## config.mk

```make
export PLATFORM = sky130hd
export DESIGN_NAME = serial_subtractor
export DESIGN_NICKNAME = d
export VERILOG_FILES = /design/src/rtl/serial_subtractor.sv
export SDC_FILE = /design/constraint.sdc
export NUM_CORES = 1
export LEC_CHECK = 0
export CELL_PAD_IN_SITES_DETAIL_PLACEMENT = 1
export CELL_PAD_IN_SITES_GLOBAL_PLACEMENT = 1
export CORE_MARGIN = 2
export CORE_UTILIZATION = 30
export DETAILED_ROUTE_END_ITERATION = 16
export PLACE_DENSITY = 0.57
export SLEW_MARGIN = 10
export SYNTH_ARGS = -nofsm -noshare
export SYNTH_HDL_FRONTEND = slang
export SYNTH_SLANG_ARGS = --single-unit
```

## constraint.sdc

```tcl
create_clock -name clk -period 2.52 [get_ports clk]
set_input_delay 0.504 -clock clk [delete_from_list [all_inputs] [get_ports clk]]
set_output_delay 0.504 -clock clk [all_outputs]
set_load 0.1 [all_outputs]
```

## src/rtl/serial_subtractor.sv

```systemverilog
// Bit-serial unsigned subtractor: d = x - y - bin (mod 2^WIDTH), one bit per
// clock, LSB first. Operands are captured on start; the result, borrow-out and
// zero flag are published when the last bit has been processed.
module serial_subtractor #(
  parameter int WIDTH = 16
) (
  input  logic             clk,
  input  logic             rst,
  input  logic             start,
  input  logic [WIDTH-1:0] x,
  input  logic [WIDTH-1:0] y,
  input  logic             bin,
  output logic             busy,
  output logic             done,
  output logic [WIDTH-1:0] d,
  output logic             bout,
  output logic             zero
);

  // Counter only has to reach WIDTH-1; keep at least one bit for WIDTH == 1.
  localparam int CW = (WIDTH > 1) ? $clog2(WIDTH) : 1;

  typedef enum logic [1:0] {
    IDLE = 2'd0,
    RUN  = 2'd1,
    DONE = 2'd2
  } state_e;

  state_e           state_q, state_d;
  logic [CW-1:0]    cnt_q, cnt_d;
  logic [WIDTH-1:0] x_q, x_d;      // minuend, shifted right one bit per RUN cycle
  logic [WIDTH-1:0] y_q, y_d;      // subtrahend, shifted alongside x_q
  logic             br_q, br_d;    // running borrow
  logic [WIDTH-1:0] acc_q, acc_d;  // difference bits, filled from the MSB end
  logic [WIDTH-1:0] d_q, d_d;      // published result
  logic             bout_q, bout_d;

  logic             diff_bit;
  logic             br_next;
  logic             last_bit;
  logic [WIDTH-1:0] acc_shifted;

  // Full-subtractor cell on the current LSBs plus the shifted accumulator.
  always_comb begin
    diff_bit    = x_q[0] ^ y_q[0] ^ br_q;
    br_next     = (~x_q[0] & y_q[0]) | (~(x_q[0] ^ y_q[0]) & br_q);
    last_bit    = (cnt_q == CW'(WIDTH - 1));
    acc_shifted = (acc_q >> 1) | (WIDTH'(diff_bit) << (WIDTH - 1));
  end

  // Next-state and datapath update; every target holds its value by default.
  always_comb begin
    // NOTE: defaulting every _d to its _q first means no path leaves a signal
    // unassigned, so no latches are inferred and "hold" is the implicit case.
    state_d = state_q;
    cnt_d   = cnt_q;
    x_d     = x_q;
    y_d     = y_q;
    br_d    = br_q;
    acc_d   = acc_q;
    d_d     = d_q;
    bout_d  = bout_q;

    unique case (state_q)
      IDLE: begin
        if (start) begin
          x_d     = x;
          y_d     = y;
          br_d    = bin;
          cnt_d   = '0;
          acc_d   = '0;
          state_d = RUN;
        end
      end
      RUN: begin
        x_d   = x_q >> 1;
        y_d   = y_q >> 1;
        br_d  = br_next;
        acc_d = acc_shifted;
        cnt_d = cnt_q + CW'(1);
        if (last_bit) begin
          // Final bit lands at d[WIDTH-1]; publish result with its borrow.
          d_d     = acc_shifted;
          bout_d  = br_next;
          cnt_d   = '0;
          state_d = DONE;
        end
      end
      DONE: begin
        state_d = IDLE;
      end
      default: begin
        state_d = IDLE;
      end
    endcase
  end

  // State register; reset aborts any operation immediately.
  always_ff @(posedge clk or posedge rst) begin
    // NOTE: registers use non-blocking assignments so every flop samples the
    // pre-edge values, independent of statement order.
    if (rst) begin
      state_q <= IDLE;
    end else begin
      state_q <= state_d;
    end
  end

  // Datapath registers: operands, counter, borrow, accumulator and result.
  always_ff @(posedge clk or posedge rst) begin
    if (rst) begin
      cnt_q  <= '0;
      x_q    <= '0;
      y_q    <= '0;
      br_q   <= 1'b0;
      acc_q  <= '0;
      d_q    <= '0;
      bout_q <= 1'b0;
    end else begin
      cnt_q  <= cnt_d;
      x_q    <= x_d;
      y_q    <= y_d;
      br_q   <= br_d;
      acc_q  <= acc_d;
      d_q    <= d_d;
      bout_q <= bout_d;
    end
  end

  assign busy = (state_q != IDLE);
  assign done = (state_q == DONE);
  assign d    = d_q;
  assign bout = bout_q;
  // d_q only changes on entry to DONE, so zero follows the same timing.
  assign zero = (d_q == '0);

endmodule

```

==> results_dict.tcl, run 1 <==
set metrics [dict create \
    run_status "finished, final reports clean" \
    grt_most_used_layer "met2" \
    wirelength_microns 7751 \
    grt_first_pass_wirelength_microns 13030 \
    post-cts-setup-buffers 0 \
    power.clock.fraction_pct 18.3 \
    yosys-top-cells-area "dfrtp_1 55%, a22oi_1 5.6%, nor2b_1 5.4%, o21ai_0 5.1%, a21oi_1 4.9%" \
    globalRoute.totalOverflow 0 \
    timing.setup.critical_path_class "reg2out" \
    synth_enable_flop_cells 0 \
    maxSlewViolCount 0 \
    ctsResizeCount 0 \
    cp.buffers_inverters 1 \
    crit_path_top_delay_cell "nor4_1" \
    yosys_most_used_dff "dfrtp_1" \
    cp-end-kind "output port" \
    internal-power_mw 3.022 \
    synth_top_family_by_area "compound AO/OA/AOI/OAI gates" \
    grt_util_met3_pct 4.237 \
    fin_worst_hold_slack_ns 0.4876 \
    met1_usage_pct 20.34 \
    crit_path_start_kind "flip-flop" \
    timing_worst_slew_pin_value_ns 0.4386 \
    synth_area_leader "dfrtp_1" \
    switching_share_pct 44.02 \
    syn_area_sq_mm 0.003239 \
    asyncSetResetFlopFracSynth_pct 100.0 \
    ioPinCount 56 \
    crit_path_time_final_ns 2.166 \
    drt-initial-drc-count 107 \
    die-height_microns 107.9 \
    first_global_vias 2520 \
    post_drt_wl_per_cell_microns 16.01 \
    route.vias.total 2479 \
    syn_nets 326 \
    yosysTopAreaCellShare_pct 54.85 \
    layoutNonFillerInstCount 484 \
    die_w_microns 107.9 \
    cts_hold_buf 0 \
    sequentialPowerShare_pct 36.0 \
    final_cell_area_sq_mm 0.004170 \
    cts-buffers-inserted 9 \
    groute.usage.overall_pct 14.34 \
    final.setup_skew_ns 0.009492 \
    post_synth_and_or_nand_nor_area_fraction_pct 10.78 \
    syn_inst 288 \
    design.die.area_sq_mm 0.01164 \
    setup_total_negative_slack_ns 0 \
    initial_utilization_pct 31.10 \
    number_of_antenna_violations_at_the_first_check_in_global_routing 0 \
    clock_tree.buffer_depth 2 \
    pwr_density_cell_mw_per_mm2 1295 \
    layout_worst_path_cycle_share_pct 85.96 \
    drv_cap 0 \
    worst_skew_pair.late_latency_ns 0.34 \
    detail_route.vias_per_cell 5.122 \
    syn_area_per_cell_sq_um 11.25 \
    synth_seq_area_share_pct 54.85 \
    area_delta_synth_final_pct 28.74 \
    route.antenna.remaining_nets 0 \
    fmax_ghz 0.4617 \
    yosys_warnings 0 \
    num_rows 37 \
    final_layout_size_suffix_gt1_share_pct 21.55 \
    share_of_the_synthesized_area_in_compound_gates_ao_oa_aoi_oai_pct 22.02 \
    worstPathCellList "nor4_1 -> and4_1 -> buf_12" \
    first_pass_iters 4 \
    diodes 0 \
    relSlewSlack_pct 70.63 \
    buffer_ports.inserted 55 \
    clock-sinks 71 \
    place_area_sq_mm 0.003960 \
    synth.mux.area_fraction_pct 7.146 \
    worst_path_largest_cell_delay_ns 0.43 \
    post-place-cells 469 \
    layout_common_cells "71 x dfrtp_1, 35 x clkdlybuf4s50_1, 33 x o21ai_0, 32 x a21oi_1, 28 x buf_4" \
    yosys.cell_types.count 33 \
    dp_hpwl_microns 4989 \
    layout_commonest_cell "dfrtp_1" \
    timing.hold.worst.class "reg2reg" \
    core_sq_mm 0.01042 \
    power.switching_mw 2.377 \
    max-vdd-ir-drop_mv 0.6453 \
    clock_tree.root_cell "clkbuf_8" \
    synthAdderAreaFrac_pct 1.004 \
    gp_congestion 0.7405 \
    grt_max_degree 72 \
    report.final.hold_viol_count 0 \
    clkTransAtPathRegs_ns 0.08 \
    cts_tree "done" \
    cp.required_ns 2.02 \
    drt_drc 0 \
    critical_path.max_fanout 3 \
    worst_path_dominant_cell_family "simple AND/OR/NAND/NOR gates" \
    ctsHtreeMaxLevel 3 \
    setup_repair_after_global_routing_missed_its_margin "no" \
    timing.final.setup_violations 0 \
    power_leakage_nw 1.857 \
    combinationalPowerShare_pct 45.7 \
    nets 382 \
    worstPathArrival_ns 1.66 \
    number_of_synthesized_register_bits 71 \
    grt.met2_usage_pct 21.79 \
    total_power_mw 5.399 \
    synth_xor_area_share_pct 0 \
]
## cell families (layout without fill, tap and decap cells)
| family | Yosys count | count (layout) |
|---|---|---|
| fa+ha+maj | 2 | 2 |
| simple gates | 56 | 56 |
| mux | 18 | 18 |
| flops | 71 | 71 |
| compound gates | 113 | 113 |
| buf+inv | 28 | 88 |
## state kept, by name (all words and copies together), names as in the netlist
register and count:
acc_q 15, d 16, br_q 1, bout 1
cnt_q 4, x_q 16, y_q 16, state_q 2
## stage by stage
stage | setup slack (ns) | utilization, %
floorplan | 0.08914 | -
CTS | 0.3462 | 40.04
global placement | 0.4758 | 38.02
global route | 0.2506 | 40.04
detailed placement | 0.4726 | 38.02
finish | 0.3539 | 40.04
## cell usage after synthesis (all sizes together), types with 2 or more instances
library cell and n:
nor2b 28, inv 5, mux2 17, a22oi 24, buf 12, a21oi 32, nand2 11, nor4 4
and3b 6, nor2 2, a2bb2oi 3, a22o 17, o21ai 33, clkbuf 11, dfrtp 71
## worst paths after layout
check / endpoint / depth (start not counted) / from / slack [ns]
max: zero / 3 / d[3]$_DFFE_PP0P_ / 0.35
min: x_q[14]$_DFFE_PP0P_ / 2 / x_q[14]$_DFFE_PP0P_ / 0.49
max reg2reg: d[12]$_DFFE_PP0P_ / 4 / state_q[1]$_DFFE_PP0P_ / 0.80
min reg2reg: x_q[14]$_DFFE_PP0P_ / 2 / x_q[14]$_DFFE_PP0P_ / 0.49
max in group asynchronous: x_q[1]$_DFFE_PP0P_ / 3 / rst / 1.65
min in group asynchronous: x_q[12]$_DFFE_PP0P_ / 3 / rst / 0.57
## per-layer routing
metal	up-vias	wire length (microns)
met2	52	3577
met3	5	281
met4	0	56
met1	1261	3835
met5	-	0
li1	1161	-
## area by class of cell
cell class                 count  area (sq um)
clock buffer                   9         123.9
clock inverter                 6         86.33
fill                        1175          6246
inverter                       5         18.77
multi-input combinational    189          1334
sequential                    71          1777
tap                          136         170.2
timing repair buffer          68         660.6
## worst min-delay path, cell delays in order, from the launching register on
cell and delay, ns:
dfrtp_1 0.34, nand2_1 0.05, o21ai_0 0.06
## power by group through the flow
| stage | Combinational [mW] | Sequential [mW] | Clock (mW) |
|---|---|---|---|
| after CTS | 2.49 | 1.95 | 1.03 |
| after global routing | 2.65 | 2.01 | 1.08 |
| after global placement | 2.43 | 1.96 | 0 |
| after floorplan | 1.16 | 2.63 | 0 |
| after detailed placement | 2.48 | 1.97 | 0 |
| final | 2.47 | 1.94 | 0.989 |
(Power assumes the default switching activity.)
==> run 2, diff against run 1 <==
--- a/config.mk
+++ b/config.mk
@@ -7,11 +7,12 @@
 export LEC_CHECK = 0
 export CELL_PAD_IN_SITES_DETAIL_PLACEMENT = 1
 export CELL_PAD_IN_SITES_GLOBAL_PLACEMENT = 1
+export CORE_ASPECT_RATIO = 0.5
 export CORE_MARGIN = 2
 export CORE_UTILIZATION = 30
 export DETAILED_ROUTE_END_ITERATION = 16
 export PLACE_DENSITY = 0.57
-export SLEW_MARGIN = 10
+export SLEW_MARGIN = 20
 export SYNTH_ARGS = -nofsm -noshare
 export SYNTH_HDL_FRONTEND = slang
 export SYNTH_SLANG_ARGS = --single-unit
==> results_dict.tcl, run 2 (synthesis results as in run 1) <==
set metrics [dict create \
    cts_tree "done" \
    number_of_antenna_violations_at_the_first_check_in_global_routing 0 \
    num_rows 26 \
    sequentialPowerShare_pct 34.0 \
    initial_utilization_pct 31.31 \
    r2r_setup_slk_ns 0.68 \
    detail_route.vias_per_cell 5.080 \
    clock-sinks 71 \
    ctsResizeCount 0 \
    cts_hold_buf 0 \
    drt_drc 0 \
    crit_path_start_kind "flip-flop" \
    grt_max_degree 41 \
    relSlewSlack_pct 63.67 \
    timing.hold.worst.class "reg2reg" \
    report.final.hold_viol_count 0 \
    crit_path_time_final_ns 2.171 \
    drt-initial-drc-count 112 \
    layout_commonest_cell "dfrtp_1" \
    area.sequential_sq_mm 0.001777 \
    first_pass_iters 4 \
    timing.setup.critical_path_class "reg2out" \
    internal-power_mw 3.348 \
    critical_path.max_fanout 29 \
    fmax_ghz 0.4605 \
    globalRoute.totalOverflow 0 \
    final.setup_skew_ns 0.003148 \
    cp.required_ns 2.02 \
    topRoutingLayerUsed "met4" \
    final_layout_size_suffix_gt1_share_pct 21.10 \
    die-height_microns 77.48 \
    grt_first_pass_wirelength_microns 13930 \
    core_sq_mm 0.01034 \
    gp_congestion 0.7587 \
    fin_worst_hold_slack_ns 0.4901 \
    power_leakage_nw 1.910 \
    clkTransAtPathRegs_ns 0.06 \
    post-cts-setup-buffers 0 \
    multi_input_area_sq_mm 0.001339 \
    worstPathArrival_ns 1.67 \
    met1_length_microns 3784 \
    power.switching_mw 2.430 \
    run_status "finished, final reports clean" \
    ioPinCount 56 \
    fillers 1139 \
    routed-wl-met3_microns 251 \
    timing.final.setup_violations 0 \
    layoutNonFillerInstCount 486 \
    timing_worst_slew_pin_value_ns 0.5449 \
    cts-buffers-inserted 9 \
    setup_total_negative_slack_ns 0 \
    buffer_ports.inserted 55 \
    area_delta_synth_final_pct 32.48 \
    drv_cap 0 \
    route.vias.total 2469 \
    post_drt_wl_per_cell_microns 16.62 \
    design.die.area_sq_mm 0.01170 \
    layout_worst_path_cycle_share_pct 86.17 \
    post-place-cells 471 \
    route.antenna.remaining_nets 0 \
    diodes 0 \
    first_global_vias 2672 \
    switching_share_pct 42.05 \
    clock_tree.buffer_depth 2 \
    nets 380 \
    maxSlewViolCount 0 \
    cp-end-kind "output port" \
    die_w_microns 151.0 \
    clock_tree.root_cell "clkbuf_16" \
    dp_hpwl_microns 5349 \
    combinationalPowerShare_pct 42.8 \
    pwr_density_cell_mw_per_mm2 1346 \
    power.clock.fraction_pct 23.3 \
    worst_skew_pair.late_latency_ns 0.33 \
    total_power_mw 5.778 \
    setup_repair_after_global_routing_missed_its_margin "no" \
    layout_common_cells "71 x dfrtp_1, 35 x clkdlybuf4s50_1, 33 x o21ai_0, 32 x a21oi_1, 25 x nor2b_1" \
    groute.usage.overall_pct 15.26 \
    wirelength_microns 8075 \
    route.met2.wl_microns 3944 \
    max-vdd-ir-drop_mv 0.5099 \
    ctsHtreeMaxLevel 3 \
]
-- run 2: stage by stage --
stage / cell area, sq um / util [%] / setup WS (ns)
6_report: 4292 / 41.49 / 0.3486
3_5_place_dp: 3980 / 38.47 / 0.5360
2_1_floorplan: 3242 / - / 0.08914
5_1_grt: 4292 / 41.49 / 0.2276
4_1_cts: 4292 / 41.49 / 0.3274
3_3_place_gp: 3980 / 38.47 / 0.6352
-- run 2: path summary, 6_finish.rpt --
check,cells past startpoint,to,from
max reg2reg,4,d[13]$_DFFE_PP0P_,state_q[1]$_DFFE_PP0P_
min in group asynchronous,2,d[6]$_DFFE_PP0P_,rst
max,3,done,state_q[1]$_DFFE_PP0P_
min,2,x_q[12]$_DFFE_PP0P_,x_q[12]$_DFFE_PP0P_
max in group asynchronous,3,x_q[1]$_DFFE_PP0P_,rst
min reg2reg,2,x_q[12]$_DFFE_PP0P_,x_q[12]$_DFFE_PP0P_
-- run 2: power by group through the flow --
stage	Sequential (mW)	Clock, mW	Combinational, mW
after detailed placement	1.98	0	2.50
after global placement	1.96	0	2.45
after global routing	2.04	1.43	2.67
after floorplan	2.63	0	1.16
final	1.96	1.34	2.47
after CTS	1.97	1.38	2.51
-- run 2: critical path: stages (launching register included) --
cell	delay, ns
dfrtp_1	0.68
buf_12	0.25
nor2b_2	0.21
buf_12	0.19
-- run 2: area by class of cell --
type | instances | share of cell area (%)
clock buffer | 9 | 5.248
multi-input combinational | 189 | 31.20
timing repair buffer | 66 | 15.63
clock inverter | 6 | 2.012
sequential | 71 | 41.40
tap | 140 | 4.082
inverter | 5 | 0.4373
-- run 2: routing by layer --
| layer | up-vias | global-route usage, % |
|---|---|---|
| met2 | 37 | 25.09 |
| met3 | 8 | 4.412 |
| li1 | 1158 | - |
| met1 | 1266 | 19.76 |
| met5 | - | 0 |
| met4 | 0 | 4.112 |
==> run 3, diff against run 2 <==
--- a/config.mk
+++ b/config.mk
@@ -12,7 +12,6 @@
 export CORE_UTILIZATION = 30
 export DETAILED_ROUTE_END_ITERATION = 16
 export PLACE_DENSITY = 0.57
-export SLEW_MARGIN = 20
 export SYNTH_ARGS = -nofsm -noshare
 export SYNTH_HDL_FRONTEND = slang
 export SYNTH_SLANG_ARGS = --single-unit
==> results of run 3 <==
Same layout as run 2: the final DEF is identical, and so are final timing and power.
